File: config.mk
export PLATFORM = sky130hd
export DESIGN_NAME = control_fsm_flat
export DESIGN_NICKNAME = d
export VERILOG_FILES = /design/src/rtl/control_pkg.sv /design/src/rtl/control_fsm_if.sv /design/src/rtl/control_decode.sv /design/src/rtl/control_fsm.sv /design/src/flat_wrapper.sv
export SDC_FILE = /design/constraint.sdc
export NUM_CORES = 1
export LEC_CHECK = 0
export ABC_AREA = 1
export BUFFER_PORTS_ARGS = -buffer_cell sky130_fd_sc_hd__buf_2
export CAP_MARGIN = 20
export CORE_MARGIN = 2
export CORE_UTILIZATION = 40
export CTS_CLUSTER_SIZE = 14
export DETAILED_ROUTE_END_ITERATION = 10
export PLACE_DENSITY_LB_ADDON = 0.08
export RECOVER_POWER = 50
export SKIP_LAST_GASP = 1
export SYNTH_ARGS = -nofsm -noshare
export SYNTH_HDL_FRONTEND = slang
export SYNTH_HIERARCHICAL = 1
export SYNTH_SLANG_ARGS = --single-unit
export TNS_END_PERCENT = 30
File: constraint.sdc
create_clock -name CLK -period 1.5 [get_ports CLK]
set_input_delay 0.225 -clock CLK [delete_from_list [all_inputs] [get_ports CLK]]
set_output_delay 0.225 -clock CLK [all_outputs]
set_load 0.1 [all_outputs]
File: src/rtl/control_pkg.sv
// Shared definitions for the CPU control unit: opcodes, ALU selects,
// FSM states and the packed control word.
package control_pkg;

    localparam logic [7:0] OP_LOADI = 8'h00;
    localparam logic [7:0] OP_MOV   = 8'h01;
    localparam logic [7:0] OP_ADD   = 8'h02;
    localparam logic [7:0] OP_SUB   = 8'h03;
    localparam logic [7:0] OP_AND   = 8'h04;
    localparam logic [7:0] OP_OR    = 8'h05;
    localparam logic [7:0] OP_J     = 8'h06;
    localparam logic [7:0] OP_BEQ   = 8'h07;
    localparam logic [7:0] OP_LWD   = 8'h08;
    localparam logic [7:0] OP_LWI   = 8'h09;
    localparam logic [7:0] OP_SWD   = 8'h0A;
    localparam logic [7:0] OP_SWI   = 8'h0B;
    localparam logic [7:0] OP_MULT  = 8'h0C;
    localparam logic [7:0] OP_SLL   = 8'h0D;
    localparam logic [7:0] OP_SRL   = 8'h0E;
    localparam logic [7:0] OP_SRA   = 8'h0F;
    localparam logic [7:0] OP_BNE   = 8'h10;

    typedef enum logic [2:0] {
        ALU_FWD  = 3'b000,
        ALU_ADD  = 3'b001,
        ALU_AND  = 3'b010,
        ALU_OR   = 3'b011,
        ALU_MULT = 3'b100,
        ALU_SLL  = 3'b101,
        ALU_SRL  = 3'b110,
        ALU_SRA  = 3'b111
    } aluop_e;

    typedef enum logic [1:0] {
        IDLE,
        MEM,
        WB,
        ERR
    } state_e;

    typedef struct packed {
        logic   we;
        aluop_e aluop;
        logic   comp;
        logic   imm;
        logic   branch;
        logic   bne;
        logic   jump;
        logic   read;
        logic   write;
        logic   load_word;
    } ctrl_t;

    function automatic logic is_mem(input ctrl_t c);
        return c.read | c.write;
    endfunction

endpackage

File: src/rtl/control_fsm_if.sv
// Instruction handshake, data-memory status and control-word outputs
// of the control unit.
interface control_fsm_if #(
    parameter int INSTR_W = 32,
    parameter int ALUOP_W = 3
);
    logic [INSTR_W-1:0] INSTRUCTION;
    logic               INSTR_VALID;
    logic               BUSYWAIT;
    logic               READY;
    logic               WRITEENABLE;
    logic [ALUOP_W-1:0] ALUOP;
    logic               COMPLEMENT_FLAG;
    logic               IMMEDIATE_FLAG;
    logic               BRANCH_FLAG;
    logic               BNE_FLAG;
    logic               JUMP_FLAG;
    logic               READ;
    logic               WRITE;
    logic               LOAD_WORD_FLAG;
    logic               PC_STALL;
    logic               ILLEGAL_OP;
    logic               MEM_ERROR;

    modport master (
        output INSTRUCTION, INSTR_VALID, BUSYWAIT,
        input  READY, WRITEENABLE, ALUOP, COMPLEMENT_FLAG,
        input  IMMEDIATE_FLAG, BRANCH_FLAG, BNE_FLAG, JUMP_FLAG,
        input  READ, WRITE, LOAD_WORD_FLAG, PC_STALL,
        input  ILLEGAL_OP, MEM_ERROR
    );

    modport slave (
        input  INSTRUCTION, INSTR_VALID, BUSYWAIT,
        output READY, WRITEENABLE, ALUOP, COMPLEMENT_FLAG,
        output IMMEDIATE_FLAG, BRANCH_FLAG, BNE_FLAG, JUMP_FLAG,
        output READ, WRITE, LOAD_WORD_FLAG, PC_STALL,
        output ILLEGAL_OP, MEM_ERROR
    );
endinterface

File: src/rtl/control_decode.sv
// Combinational opcode decoder: opcode to control word, with an
// illegal flag and an all-zero word for undefined opcodes.
module control_decode
    import control_pkg::*;
#(
    parameter int OPCODE_W = 8
) (
    input  logic [OPCODE_W-1:0] opcode_i,
    output ctrl_t               ctrl_o,
    output logic                illegal_o
);

    always_comb begin
        ctrl_o    = '0;
        illegal_o = 1'b0;
        unique case (opcode_i)
            OPCODE_W'(OP_LOADI): begin ctrl_o.we = 1'b1; ctrl_o.imm = 1'b1; end
            OPCODE_W'(OP_MOV):   ctrl_o.we = 1'b1;
            OPCODE_W'(OP_ADD):   begin ctrl_o.we = 1'b1; ctrl_o.aluop = ALU_ADD; end
            OPCODE_W'(OP_SUB): begin
                ctrl_o.we    = 1'b1;
                ctrl_o.comp  = 1'b1;
                ctrl_o.aluop = ALU_ADD;
            end
            OPCODE_W'(OP_AND):   begin ctrl_o.we = 1'b1; ctrl_o.aluop = ALU_AND; end
            OPCODE_W'(OP_OR):    begin ctrl_o.we = 1'b1; ctrl_o.aluop = ALU_OR; end
            OPCODE_W'(OP_MULT):  begin ctrl_o.we = 1'b1; ctrl_o.aluop = ALU_MULT; end
            OPCODE_W'(OP_SLL): begin
                ctrl_o.we = 1'b1; ctrl_o.imm = 1'b1; ctrl_o.aluop = ALU_SLL;
            end
            OPCODE_W'(OP_SRL): begin
                ctrl_o.we = 1'b1; ctrl_o.imm = 1'b1; ctrl_o.aluop = ALU_SRL;
            end
            OPCODE_W'(OP_SRA): begin
                ctrl_o.we = 1'b1; ctrl_o.imm = 1'b1; ctrl_o.aluop = ALU_SRA;
            end
            OPCODE_W'(OP_BEQ): begin
                ctrl_o.comp = 1'b1; ctrl_o.aluop = ALU_ADD; ctrl_o.branch = 1'b1;
            end
            OPCODE_W'(OP_BNE): begin
                ctrl_o.comp = 1'b1; ctrl_o.aluop = ALU_ADD; ctrl_o.bne = 1'b1;
            end
            OPCODE_W'(OP_J):     ctrl_o.jump = 1'b1;
            OPCODE_W'(OP_LWD):   begin ctrl_o.read = 1'b1; ctrl_o.load_word = 1'b1; end
            OPCODE_W'(OP_LWI): begin
                ctrl_o.read = 1'b1; ctrl_o.load_word = 1'b1; ctrl_o.imm = 1'b1;
            end
            OPCODE_W'(OP_SWD):   ctrl_o.write = 1'b1;
            OPCODE_W'(OP_SWI):   begin ctrl_o.write = 1'b1; ctrl_o.imm = 1'b1; end
            default:             illegal_o = 1'b1;
        endcase
    end

endmodule

File: src/rtl/control_fsm.sv
// Registered multi-cycle control unit: one-cycle decode for ALU/branch
// ops, MEM/WB sequencing with stall and optional timeout for loads/stores.
module control_fsm
    import control_pkg::*;
#(
    parameter int INSTR_W     = 32,
    parameter int OPCODE_W    = 8,
    parameter int ALUOP_W     = 3,
    parameter int MEM_TIMEOUT = 256
) (
    input logic         CLK,
    input logic         RESET,
    control_fsm_if.slave bus
);

    localparam int CNT_W = (MEM_TIMEOUT < 3) ? 2 : $clog2(MEM_TIMEOUT + 1);
    localparam logic [CNT_W-1:0] CNT_MAX =
        (MEM_TIMEOUT == 0) ? {CNT_W{1'b1}} : CNT_W'(MEM_TIMEOUT);

    state_e           state_q, state_d;
    ctrl_t            ctrl_q, ctrl_d;
    logic             stall_q, stall_d;
    logic             ill_q, ill_d;
    logic             err_q, err_d;
    logic [CNT_W-1:0] cnt_q, cnt_d;

    ctrl_t            dec_ctrl;
    logic             dec_ill;

    control_decode #(
        .OPCODE_W(OPCODE_W)
    ) u_decode (
        .opcode_i (bus.INSTRUCTION[INSTR_W-1 -: OPCODE_W]),
        .ctrl_o   (dec_ctrl),
        .illegal_o(dec_ill)
    );

    always_comb begin
        state_d = state_q;
        ctrl_d  = '0;
        stall_d = 1'b0;
        ill_d   = 1'b0;
        err_d   = err_q;
        cnt_d   = '0;
        unique case (state_q)
            IDLE: begin
                if (bus.INSTR_VALID) begin
                    ctrl_d = dec_ctrl;
                    ill_d  = dec_ill;
                    if (is_mem(dec_ctrl)) begin
                        state_d = MEM;
                        stall_d = 1'b1;
                        cnt_d   = CNT_W'(1);
                    end
                end
            end
            MEM: begin
                ctrl_d  = ctrl_q;
                stall_d = 1'b1;
                cnt_d   = cnt_q;
                // The first MEM cycle never completes, even if BUSYWAIT is low
                if (!bus.BUSYWAIT && cnt_q >= CNT_W'(2)) begin
                    cnt_d = '0;
                    if (ctrl_q.read) begin
                        state_d      = WB;
                        ctrl_d.read  = 1'b0;
                        ctrl_d.write = 1'b0;
                        ctrl_d.we    = 1'b1;
                    end else begin
                        state_d = IDLE;
                        ctrl_d  = '0;
                        stall_d = 1'b0;
                    end
                end else if (MEM_TIMEOUT != 0 && bus.BUSYWAIT
                             && cnt_q >= CNT_MAX) begin
                    state_d = ERR;
                    ctrl_d  = '0;
                    err_d   = 1'b1;
                end else if (cnt_q != CNT_MAX) begin
                    cnt_d = cnt_q + CNT_W'(1);
                end
            end
            WB: state_d = IDLE;
            ERR: stall_d = 1'b1;
            default: state_d = IDLE;
        endcase
    end

    always_ff @(posedge CLK) begin
        if (RESET) begin
            state_q <= IDLE;
            ctrl_q  <= '0;
            stall_q <= 1'b0;
            ill_q   <= 1'b0;
            err_q   <= 1'b0;
            cnt_q   <= '0;
        end else begin
            state_q <= state_d;
            ctrl_q  <= ctrl_d;
            stall_q <= stall_d;
            ill_q   <= ill_d;
            err_q   <= err_d;
            cnt_q   <= cnt_d;
        end
    end

    assign bus.READY           = (state_q == IDLE);
    assign bus.WRITEENABLE     = ctrl_q.we;
    assign bus.ALUOP           = ALUOP_W'(ctrl_q.aluop);
    assign bus.COMPLEMENT_FLAG = ctrl_q.comp;
    assign bus.IMMEDIATE_FLAG  = ctrl_q.imm;
    assign bus.BRANCH_FLAG     = ctrl_q.branch;
    assign bus.BNE_FLAG        = ctrl_q.bne;
    assign bus.JUMP_FLAG       = ctrl_q.jump;
    assign bus.READ            = ctrl_q.read;
    assign bus.WRITE           = ctrl_q.write;
    assign bus.LOAD_WORD_FLAG  = ctrl_q.load_word;
    assign bus.PC_STALL        = stall_q;
    assign bus.ILLEGAL_OP      = ill_q;
    assign bus.MEM_ERROR       = err_q;

endmodule
File: src/flat_wrapper.sv
// flat-port wrapper written by rule: the top's interface ports become plain ports
module control_fsm_flat import control_pkg::*;
#(
    parameter int INSTR_W     = 32,
    parameter int OPCODE_W    = 8,
    parameter int ALUOP_W     = 3,
    parameter int MEM_TIMEOUT = 256
)
  (CLK, RESET, bus_INSTRUCTION, bus_INSTR_VALID, bus_BUSYWAIT, bus_READY, bus_WRITEENABLE, bus_ALUOP, bus_COMPLEMENT_FLAG, bus_IMMEDIATE_FLAG, bus_BRANCH_FLAG, bus_BNE_FLAG, bus_JUMP_FLAG, bus_READ, bus_WRITE, bus_LOAD_WORD_FLAG, bus_PC_STALL, bus_ILLEGAL_OP, bus_MEM_ERROR);
  control_fsm_if #(.INSTR_W(INSTR_W), .ALUOP_W(ALUOP_W)) bus_i ();
  input logic CLK;
  input logic RESET;
  input wire logic [$bits(bus_i.INSTRUCTION)-1:0] bus_INSTRUCTION;
  input wire logic [$bits(bus_i.INSTR_VALID)-1:0] bus_INSTR_VALID;
  input wire logic [$bits(bus_i.BUSYWAIT)-1:0] bus_BUSYWAIT;
  output wire logic [$bits(bus_i.READY)-1:0] bus_READY;
  output wire logic [$bits(bus_i.WRITEENABLE)-1:0] bus_WRITEENABLE;
  output wire logic [$bits(bus_i.ALUOP)-1:0] bus_ALUOP;
  output wire logic [$bits(bus_i.COMPLEMENT_FLAG)-1:0] bus_COMPLEMENT_FLAG;
  output wire logic [$bits(bus_i.IMMEDIATE_FLAG)-1:0] bus_IMMEDIATE_FLAG;
  output wire logic [$bits(bus_i.BRANCH_FLAG)-1:0] bus_BRANCH_FLAG;
  output wire logic [$bits(bus_i.BNE_FLAG)-1:0] bus_BNE_FLAG;
  output wire logic [$bits(bus_i.JUMP_FLAG)-1:0] bus_JUMP_FLAG;
  output wire logic [$bits(bus_i.READ)-1:0] bus_READ;
  output wire logic [$bits(bus_i.WRITE)-1:0] bus_WRITE;
  output wire logic [$bits(bus_i.LOAD_WORD_FLAG)-1:0] bus_LOAD_WORD_FLAG;
  output wire logic [$bits(bus_i.PC_STALL)-1:0] bus_PC_STALL;
  output wire logic [$bits(bus_i.ILLEGAL_OP)-1:0] bus_ILLEGAL_OP;
  output wire logic [$bits(bus_i.MEM_ERROR)-1:0] bus_MEM_ERROR;
  assign bus_i.INSTRUCTION = bus_INSTRUCTION;
  assign bus_i.INSTR_VALID = bus_INSTR_VALID;
  assign bus_i.BUSYWAIT = bus_BUSYWAIT;
  assign bus_READY = bus_i.READY;
  assign bus_WRITEENABLE = bus_i.WRITEENABLE;
  assign bus_ALUOP = bus_i.ALUOP;
  assign bus_COMPLEMENT_FLAG = bus_i.COMPLEMENT_FLAG;
  assign bus_IMMEDIATE_FLAG = bus_i.IMMEDIATE_FLAG;
  assign bus_BRANCH_FLAG = bus_i.BRANCH_FLAG;
  assign bus_BNE_FLAG = bus_i.BNE_FLAG;
  assign bus_JUMP_FLAG = bus_i.JUMP_FLAG;
  assign bus_READ = bus_i.READ;
  assign bus_WRITE = bus_i.WRITE;
  assign bus_LOAD_WORD_FLAG = bus_i.LOAD_WORD_FLAG;
  assign bus_PC_STALL = bus_i.PC_STALL;
  assign bus_ILLEGAL_OP = bus_i.ILLEGAL_OP;
  assign bus_MEM_ERROR = bus_i.MEM_ERROR;
  control_fsm #(.INSTR_W(INSTR_W), .OPCODE_W(OPCODE_W), .ALUOP_W(ALUOP_W), .MEM_TIMEOUT(MEM_TIMEOUT)) u_core (.CLK(CLK), .RESET(RESET), .bus(bus_i));
endmodule
After elaboration in Yosys (flattened, before gate mapping)
Index checks and enable logic that the tools add are counted.
{"block": "totals", "register_bits": 26, "out_inout_bits": 16, "word_cells": 99}
{"block": "op_classes", "n_addsub": 1, "magnitude_cmp": 2, "n_eq_ne": 26, "n_mux": 33, "bitwise": 4, "reduce_logical": 18}
{"op": "$eq A8 B4 Y1 const B", "count": 8}
{"op": "$mux W12", "count": 3}
{"op": "$mux W9", "count": 4}
{"op": "$eq A8 B3 Y1 const B", "count": 4}
{"op": "$pmux W12 S2", "count": 1}
{"op": "$pmux W3 S7", "count": 1}
{"op": "$pmux W9 S2", "count": 1}
{"op": "$reduce_or A17 Y1", "count": 1}
{"op": "$eq A8 B2 Y1 const B", "count": 2}
{"op": "$mux W1", "count": 15}
{"op": "$mux W2", "count": 5}
{"op": "$reduce_or A10 Y1", "count": 1}
{"op": "$add A9 B1 Y9 const B", "count": 1}
{"op": "$ge A9 B2 Y1 const B", "count": 1}
{"op": "$ge A9 B9 Y1 const B", "count": 1}
{"op": "$ne A9 B9 Y1 const B", "count": 1}
{"op": "$eq A8 B1 Y1 const B", "count": 1}
{"op": "$eq A8 B5 Y1 const B", "count": 1}
{"op": "$logic_not A8 Y1", "count": 1}
{"op": "$mux W8", "count": 1}
{"op": "$ne A3 B1 Y1 const B", "count": 2}
{"op": "$pmux W2 S3", "count": 1}
{"op": "$reduce_or A3 Y1", "count": 2}
{"op": "$reduce_or A6 Y1", "count": 1}
{"op": "18 further kinds", "count": 24}

Logic depth before layout (Yosys ltp)
Gate-level depths: netlist of the first run.
{"block": "logic_depth", "depth_word": 7, "mapped_depth": 11, "ltp_nobuf": 10}

By module
Netlist of the first run, hierarchy kept.
{"mod": "control_fsm", "instances": 1, "cells_per_inst": 169, "area_each_um2": 1207.4, "seq_area_each_um2": 520.5}
{"mod": "control_decode", "instances": 1, "cells_per_inst": 65, "area_each_um2": 292.8, "seq_area_each_um2": 0.0}

Worst setup path after synthesis of the first run
OpenSTA, ideal clock, no wires.
{"block": "synth_timing", "kind": "register to register", "startpoint": "register u_core.state_q[1]", "endpoint": "register u_core.ctrl_q (netlist bit u_core/bus.JUMP_FLAG)", "setup_ns": 0.071, "arrival_time_ns": 2.359, "required_time_ns": 1.429, "path_slack_ns": -0.929, "stages_incl_launch_ff": 7, "path_buffers": 1, "period_less_slack_ns": 2.429, "cell_sequence": "dfxtp_1 nor2_1 nand2_1 inv_1 buf_4 nand2_1 a21oi_1"}
{"item": "start: declaration", "line_no": "control_fsm.sv:20", "rtl": "state_e state_q, state_d;"}
{"item": "start signal: assignment", "line_no": "control_fsm.sv:98", "rtl": "state_q <= state_d;"}
{"item": "$logic_not A2 Y1"}
{"item": "named net bus_READY", "line_no": "flat_wrapper.sv:16", "rtl": "output wire logic [$bits(bus_i.READY)-1:0] bus_READY;"}
{"item": "$pmux W12 S2", "line_no": "control_fsm.sv:45", "rtl": "unique case (state_q)"}
{"item": "end signal: assignment", "line_no": "control_fsm.sv:99", "rtl": "ctrl_q <= ctrl_d;"}
{"item": "end: declaration", "line_no": "control_fsm.sv:21", "rtl": "ctrl_t ctrl_q, ctrl_d;"}
The timed path passes the listed nets, and every way through them passes these cells.
A chain may end at the register's enable or synchronous reset.

Final worst setup path of the first run
{"block": "layout_timing", "startpoint": "register u_core.state_q[0]", "endpoint": "output bus_READY"}
{"block": "layout_between", "elab_chain_cells": 1}
{"item": "$logic_not A2 Y1", "line_no": "control_fsm.sv:107", "rtl": "assign bus.READY = (state_q == IDLE);"}
{"item": "end: declaration", "line_no": "flat_wrapper.sv:16"}
Every way passes these cells.

==> results of run 1 <==
[registers in the layout (all words and copies together), names as in the netlist]
signal,cells
u_core/cnt_q,9
u_core/bus.ALUOP,3
u_core/state_q,2
u_core/bus.BNE_FLAG,1
u_core/bus.BRANCH_FLAG,1
u_core/bus.COMPLEMENT_FLAG,1
u_core/bus.ILLEGAL_OP,1
u_core/bus.IMMEDIATE_FLAG,1
u_core/bus.JUMP_FLAG,1
u_core/bus.LOAD_WORD_FLAG,1
u_core/bus.MEM_ERROR,1
u_core/bus.PC_STALL,1
u_core/bus.READ,1
u_core/bus.WRITE,1
u_core/bus.WRITEENABLE,1
[layer usage]
layer  vias up  routed length [um]  track usage (%)
li1        823                   -                -
met5         -                   0                0
met2        31                1640             30.7
met4         0                  25             4.17
met3         2                 126             3.77
met1       689                1600             22.2
[cell usage in the layout, fill, tap and decap left out, types with 2 or more instances in the layout]
master / instances
ha_1: 2
o21ai_0: 6
buf_4: 8
nor3_1: 9
inv_1: 23
dfxtp_1: 22
a21oi_1: 24
nand3_1: 10
clkbuf_8: 4
buf_2: 11
dfxtp_2: 4
nand4_1: 3
nor2_1: 30
nand2_4: 2
a211oi_1: 2
nor2_2: 7
nor4_1: 3
clkbuf_2: 15
nand2_1: 65
inv_2: 3
nand2_2: 6
[final timing paths]
path | slack, ps | cells after the start | start | to
max | 150 | 2 | u_core/state_q[0]$_SDFFE_PP0P_ | bus_READY
min | 210 | 2 | RESET | u_core/state_q[1]$_SDFFE_PP0P_
max reg2reg | 160 | 6 | u_core/state_q[0]$_SDFFE_PP0P_ | u_core/bus.ALUOP[1]$_SDFFE_PP0P_
min reg2reg | 460 | 2 | u_core/bus.WRITE$_SDFFE_PP0P_ | u_core/bus.WRITE$_SDFFE_PP0P_
[power by group through the flow]
stage          combinational (mW)  clock (mW)  sequential [mW]
2_1_floorplan               0.107           0            0.748
3_3_place_gp                0.197           0            0.718
3_5_place_dp                0.196           0            0.718
4_1_cts                     0.197       0.475            0.702
5_1_grt                     0.222       0.504            0.703
6_report                    0.201       0.457            0.702
[stage by stage]
stage / std cells / power [mW] / worst slack, ps / hold slack [ps]
floorplan: 234 / 0.855 / 34.7 / 355
finish: 318 / 1.36 / 152 / 213
CTS: 317 / 1.37 / 97.1 / 213
detailed placement: 313 / 0.915 / 42.1 / 451
global placement: 313 / 0.916 / 28.4 / 449
global route: 318 / 1.43 / 10.8 / 225
[layout make-up]
type | count | area [um2] | share of cell area (%)
clock buffers | 4 | 55.1 | 3.01
inverters | 28 | 113 | 6.16
multi-input cells | 176 | 857 | 46.9
flip-flops and latches | 26 | 526 | 28.7
well taps | 48 | 60.1 | 3.29
repair buffers | 36 | 218 | 11.9
[repair_timing]
action                     CTS  global route
setup endpoints to repair    0            10
resized for setup            0             6
hold endpoints to repair     0             0
hold buffers                 0             0
[cell families after synthesis]
| logic type | synth area share, % |
|---|---|
| and+or+nand+nor | 42.5 |
| xor gates and xnor gates | 0.584 |
| buffers and inverters | 9.59 |
| DFF | 34.7 |
| AOI/OAI and AO/OA | 11.0 |
| adders and majority gates | 1.67 |
==> flow_summary.ini, run 1 <==
[sta]
rsz0062_at_grt = false
worstMarginPinSlew_ps = 551
timing.final.crit_period_ps = 1350
fin_setup_tns_ps = 0
period_share_pct = 89.8
hold_violations = 0
slew_violations = 0
fin_skew_ps = 2.35
relSlewSlack_pct = 63.4
fmax_mhz = 742
final-setup-viol-count = 0

[synthesis]
synthTopCellsByArea = dfxtp_1 35%, nand2_1 17%, a21oi_1 8.0%
ys_ff_latch = 26
syn_nets = 272
synthTopCellsByCount = 67 x nand2_1, 32 x nor2_1, 26 x dfxtp_1
yosysUniqueCellTypes = 27
synthArstFlopShare_pct = 0
synth_top_area_cell = dfxtp_1
synth_seq_area_share_pct = 34.7
synth_ff_type = dfxtp_1
avgSynthCellArea_um2 = 6.41
synth_edf_count = 0
synth_warnings = 6
netlist.area_leader.share_pct = 34.7
post-synth-top-count-cell = nand2_1
netlist_area_mm2 = 0.00150
synthesis.instances = 234

[run]
cap_violations = 0

[placed_design]
place_area_mm2 = 0.00176
dpl.hpwl_um = 2540
portBuffers = 27
place_congestion = 0.837

[setup_path]
critical_path_class = flip-flop to primary output
cp-end-kind = primary output
slowest_stage = dfxtp_1
critPathArrivalTime_ps = 1120
max_stage_delay_ps = 370
cpLargestDelayFamily = flip-flops
crit_buf_inv = 1
crit_fanout = 5
required_ps = 1270
crit_chain = nor2_2 > buf_12
worstSetupStartpointType = flip-flop

[grt]
grt_use_total_pct = 17.7
grt_max_degree = 15
grt_pass1_vias = 1446
grt_pass1_wl_um = 6080
gr-total-overflow = 0
grt_antenna_before_repair = 0

[floorplanning]
die_h_um = 65.2
initial_core_util_pct = 41.3
dieArea_mm2 = 0.00426
rows = 22
core_area_mm2 = 0.00363
ioPinCount = 52
die_x_um = 65.2

[worst_hold_path]
hp-class = input port to flip-flop

[routing]
wl_per_cell_um = 10.7
dr.pass1.iters = 4
ant_nets = 0
drt_iter0_markers = 53
vias = 1545
finalWirelength_um = 3400
drc_errors = 0
routed_via_density = 4.86

[cells_and_area]
diodes = 0
utilization_pct = 50.3
final_nets = 309
nFillCells = 400
finish.instance_area_mm2 = 0.00183
area_growth_pct = 21.9
drive_gt1_share_pct = 25.6

[run_status]
run_status = complete, no violations

[power_and_ir_drop]
leakage_nw = 0.824
internal_power_uw = 989
switching_power_uw = 370
ir_worst_vdd_mv = 0.528
p_comb_share_pct = 14.8
p_sw_share_pct = 27.2
power_density_mw_per_mm2 = 744
p_clk_share_pct = 33.6
p_seq_share_pct = 51.6

[clocking]
cts_max_path_buffers = 2
cts_made_buffers = 3
cts_tree = yes
ctsHtreeMaxLevel = 1
clk-insertion-delay-late_ps = 270
clk_pin_slew_ps = 90
clock-sinks = 26
cts_setup_buffers = 0
clock-root-buffer = clkbuf_8
Note: power is estimated with default switching activity, not from simulation.
==> run 2: changes to the inputs <==
- BUFFER_PORTS_ARGS: -buffer_cell sky130_fd_sc_hd__buf_2 -> -buffer_cell sky130_fd_sc_hd__clkbuf_2
==> flow_summary.ini, run 2 (synthesized netlist as in run 1, its figures left out) <==
[cells_and_area]
layout_commonest_cell = nand2_1
layout_common_cells = 65 x nand2_1, 30 x nor2_1, 25 x clkbuf_2
seqCellArea_um2 = 526
regMostFlops = u_core/cnt_q
drive_gt1_share_pct = 25.1
multi_input_area_um2 = 852
diodes = 0
nFillCells = 414
utilization_pct = 50.8
finish.instance_area_mm2 = 0.00185
largest_reg_flops = 9
final_nets = 310
area_growth_pct = 23.0

[setup_path]
required_ps = 1270
critPathArrivalTime_ps = 1160
cpLargestDelayFamily = buffers and inverters
max_stage_delay_ps = 490
cp-end-kind = primary output
worstSetupStartpointType = flip-flop
crit_buf_inv = 1
slowest_stage = clkbuf_2
crit_chain = clkbuf_2
critical_path_class = flip-flop to primary output
crit_fanout = 4

[power_and_ir_drop]
p_comb_share_pct = 13.5
p_sw_share_pct = 25.2
p_seq_share_pct = 47.2
switching_power_uw = 375
ir_worst_vdd_mv = 0.337
internal_power_mw = 1.11
power_density_mw_per_mm2 = 806
p_clk_share_pct = 39.3
leakage_nw = 0.835

[placed_design]
dpl.hpwl_um = 2550
place_area_mm2 = 0.00175
place_congestion = 0.865
portBuffers = 27

[grt]
gr-total-overflow = 0
grt_max_degree = 21
grt_pass1_wl_um = 5900
grt_use_total_pct = 17.2
grt_antenna_before_repair = 0
grt_pass1_vias = 1423

[floorplanning]
core_area_mm2 = 0.00363
initial_core_util_pct = 41.3
ioPinCount = 52
rows = 22
die_h_um = 65.2
die_x_um = 65.2
dieArea_mm2 = 0.00426

[sta]
relSlewSlack_pct = 63.9
hold_violations = 0
period_share_pct = 92.5
fmax_mhz = 720
slew_violations = 0
rsz0062_at_grt = false
worstMarginPinSlew_ps = 544
fin_skew_ps = 5.79
final-setup-viol-count = 0
timing.final.crit_period_ps = 1390

[clocking]
cts_max_path_buffers = 2
ctsHtreeMaxLevel = 1
cts_hold_buf = 0
cts_made_buffers = 3
clock-sinks = 26
clock-root-buffer = clkbuf_8
cts_tree = yes
clk_pin_slew_ps = 90
clk-insertion-delay-late_ps = 270

[run]
cap_violations = 0

[routing]
finalWirelength_um = 3350
drc_errors = 0
dr.pass1.iters = 4
drt_iter0_markers = 68
routed_via_density = 4.77
wl_per_cell_um = 10.5
vias = 1522
ant_nets = 0

[run_status]
run_status = complete, no violations

[worst_hold_path]
hp-class = input port to flip-flop
run 2: cell count changes in the layout (fill, tap and decap cells not counted):
cell | previous run | this run
clkbuf_8 | 4 | 3
clkbuf_1 | 0 | 1
clkbuf_4 | 1 | 0
buf_4 | 8 | 10
clkbuf_2 | 15 | 25
nand3_1 | 10 | 11
buf_2 | 11 | 0
nand3_2 | 1 | 0
bufinv_16 | 0 | 1
run 2: path summary, 6_finish.rpt:
kind | startpoint | end | slack [ps] | cells after the start
setup / recovery | u_core/bus.READ$_SDFFE_PP0P_ | bus_READ | 110 | 1
hold / removal | bus_INSTR_VALID | u_core/bus.ILLEGAL_OP$_SDFF_PP0_ | 210 | 3
setup reg to reg | u_core/cnt_q[0]$_SDFFE_PP0P_ | u_core/cnt_q[6]$_SDFFE_PP0P_ | 110 | 7
hold reg to reg | u_core/bus.ALUOP[2]$_SDFFE_PP0P_ | u_core/bus.ALUOP[2]$_SDFFE_PP0P_ | 460 | 2
run 2: power groups by stage:
stage | Clock [mW] | Sequential [mW] | Combinational, mW
5_1_grt | 0.627 | 0.703 | 0.223
4_1_cts | 0.609 | 0.703 | 0.194
3_3_place_gp | 0 | 0.718 | 0.194
2_1_floorplan | 0 | 0.748 | 0.107
6_report | 0.585 | 0.702 | 0.201
3_5_place_dp | 0 | 0.719 | 0.193
run 2: metrics by stage:
| step | total power, mW | TNS [ps] | cells | worst slack [ps] | hold WS, ps |
|---|---|---|---|---|---|
| finish | 1.49 | 0 | 319 | 112 | 209 |
| floorplan | 0.855 | 0 | 234 | 34.7 | 355 |
| global route | 1.55 | 0 | 319 | 9.18 | 218 |
| global placement | 0.912 | -3.49 | 312 | -3.49 | 452 |
| detailed placement | 0.911 | -41.5 | 312 | -28.7 | 452 |
| CTS | 1.51 | 0 | 316 | 60.8 | 201 |
run 2: timing repair:
item | 4_1_cts | 5_1_grt
setup endpoints to repair | 0 | 17
buffers inserted | 0 | 2
resized for setup | 0 | 7
run 2: area by class of cell:
type,count,area share [%]
flip-flops and latches,26,28.5
clock buffers,3,2.24
clock inverters,1,1.63
inverters,28,6.10
multi-input cells,176,46.2
repair buffers,37,12.1
well taps,48,3.25
run 2: routing by layer:
metal | part of all wire, % | GRT usage, % | wire length [um]
met5 | 0 | 0 | 0
met1 | 46 | 22.1 | 1540
met2 | 50 | 30.0 | 1670
met3 | 3.4 | 2.05 | 113
met4 | 0.75 | 5.47 | 25
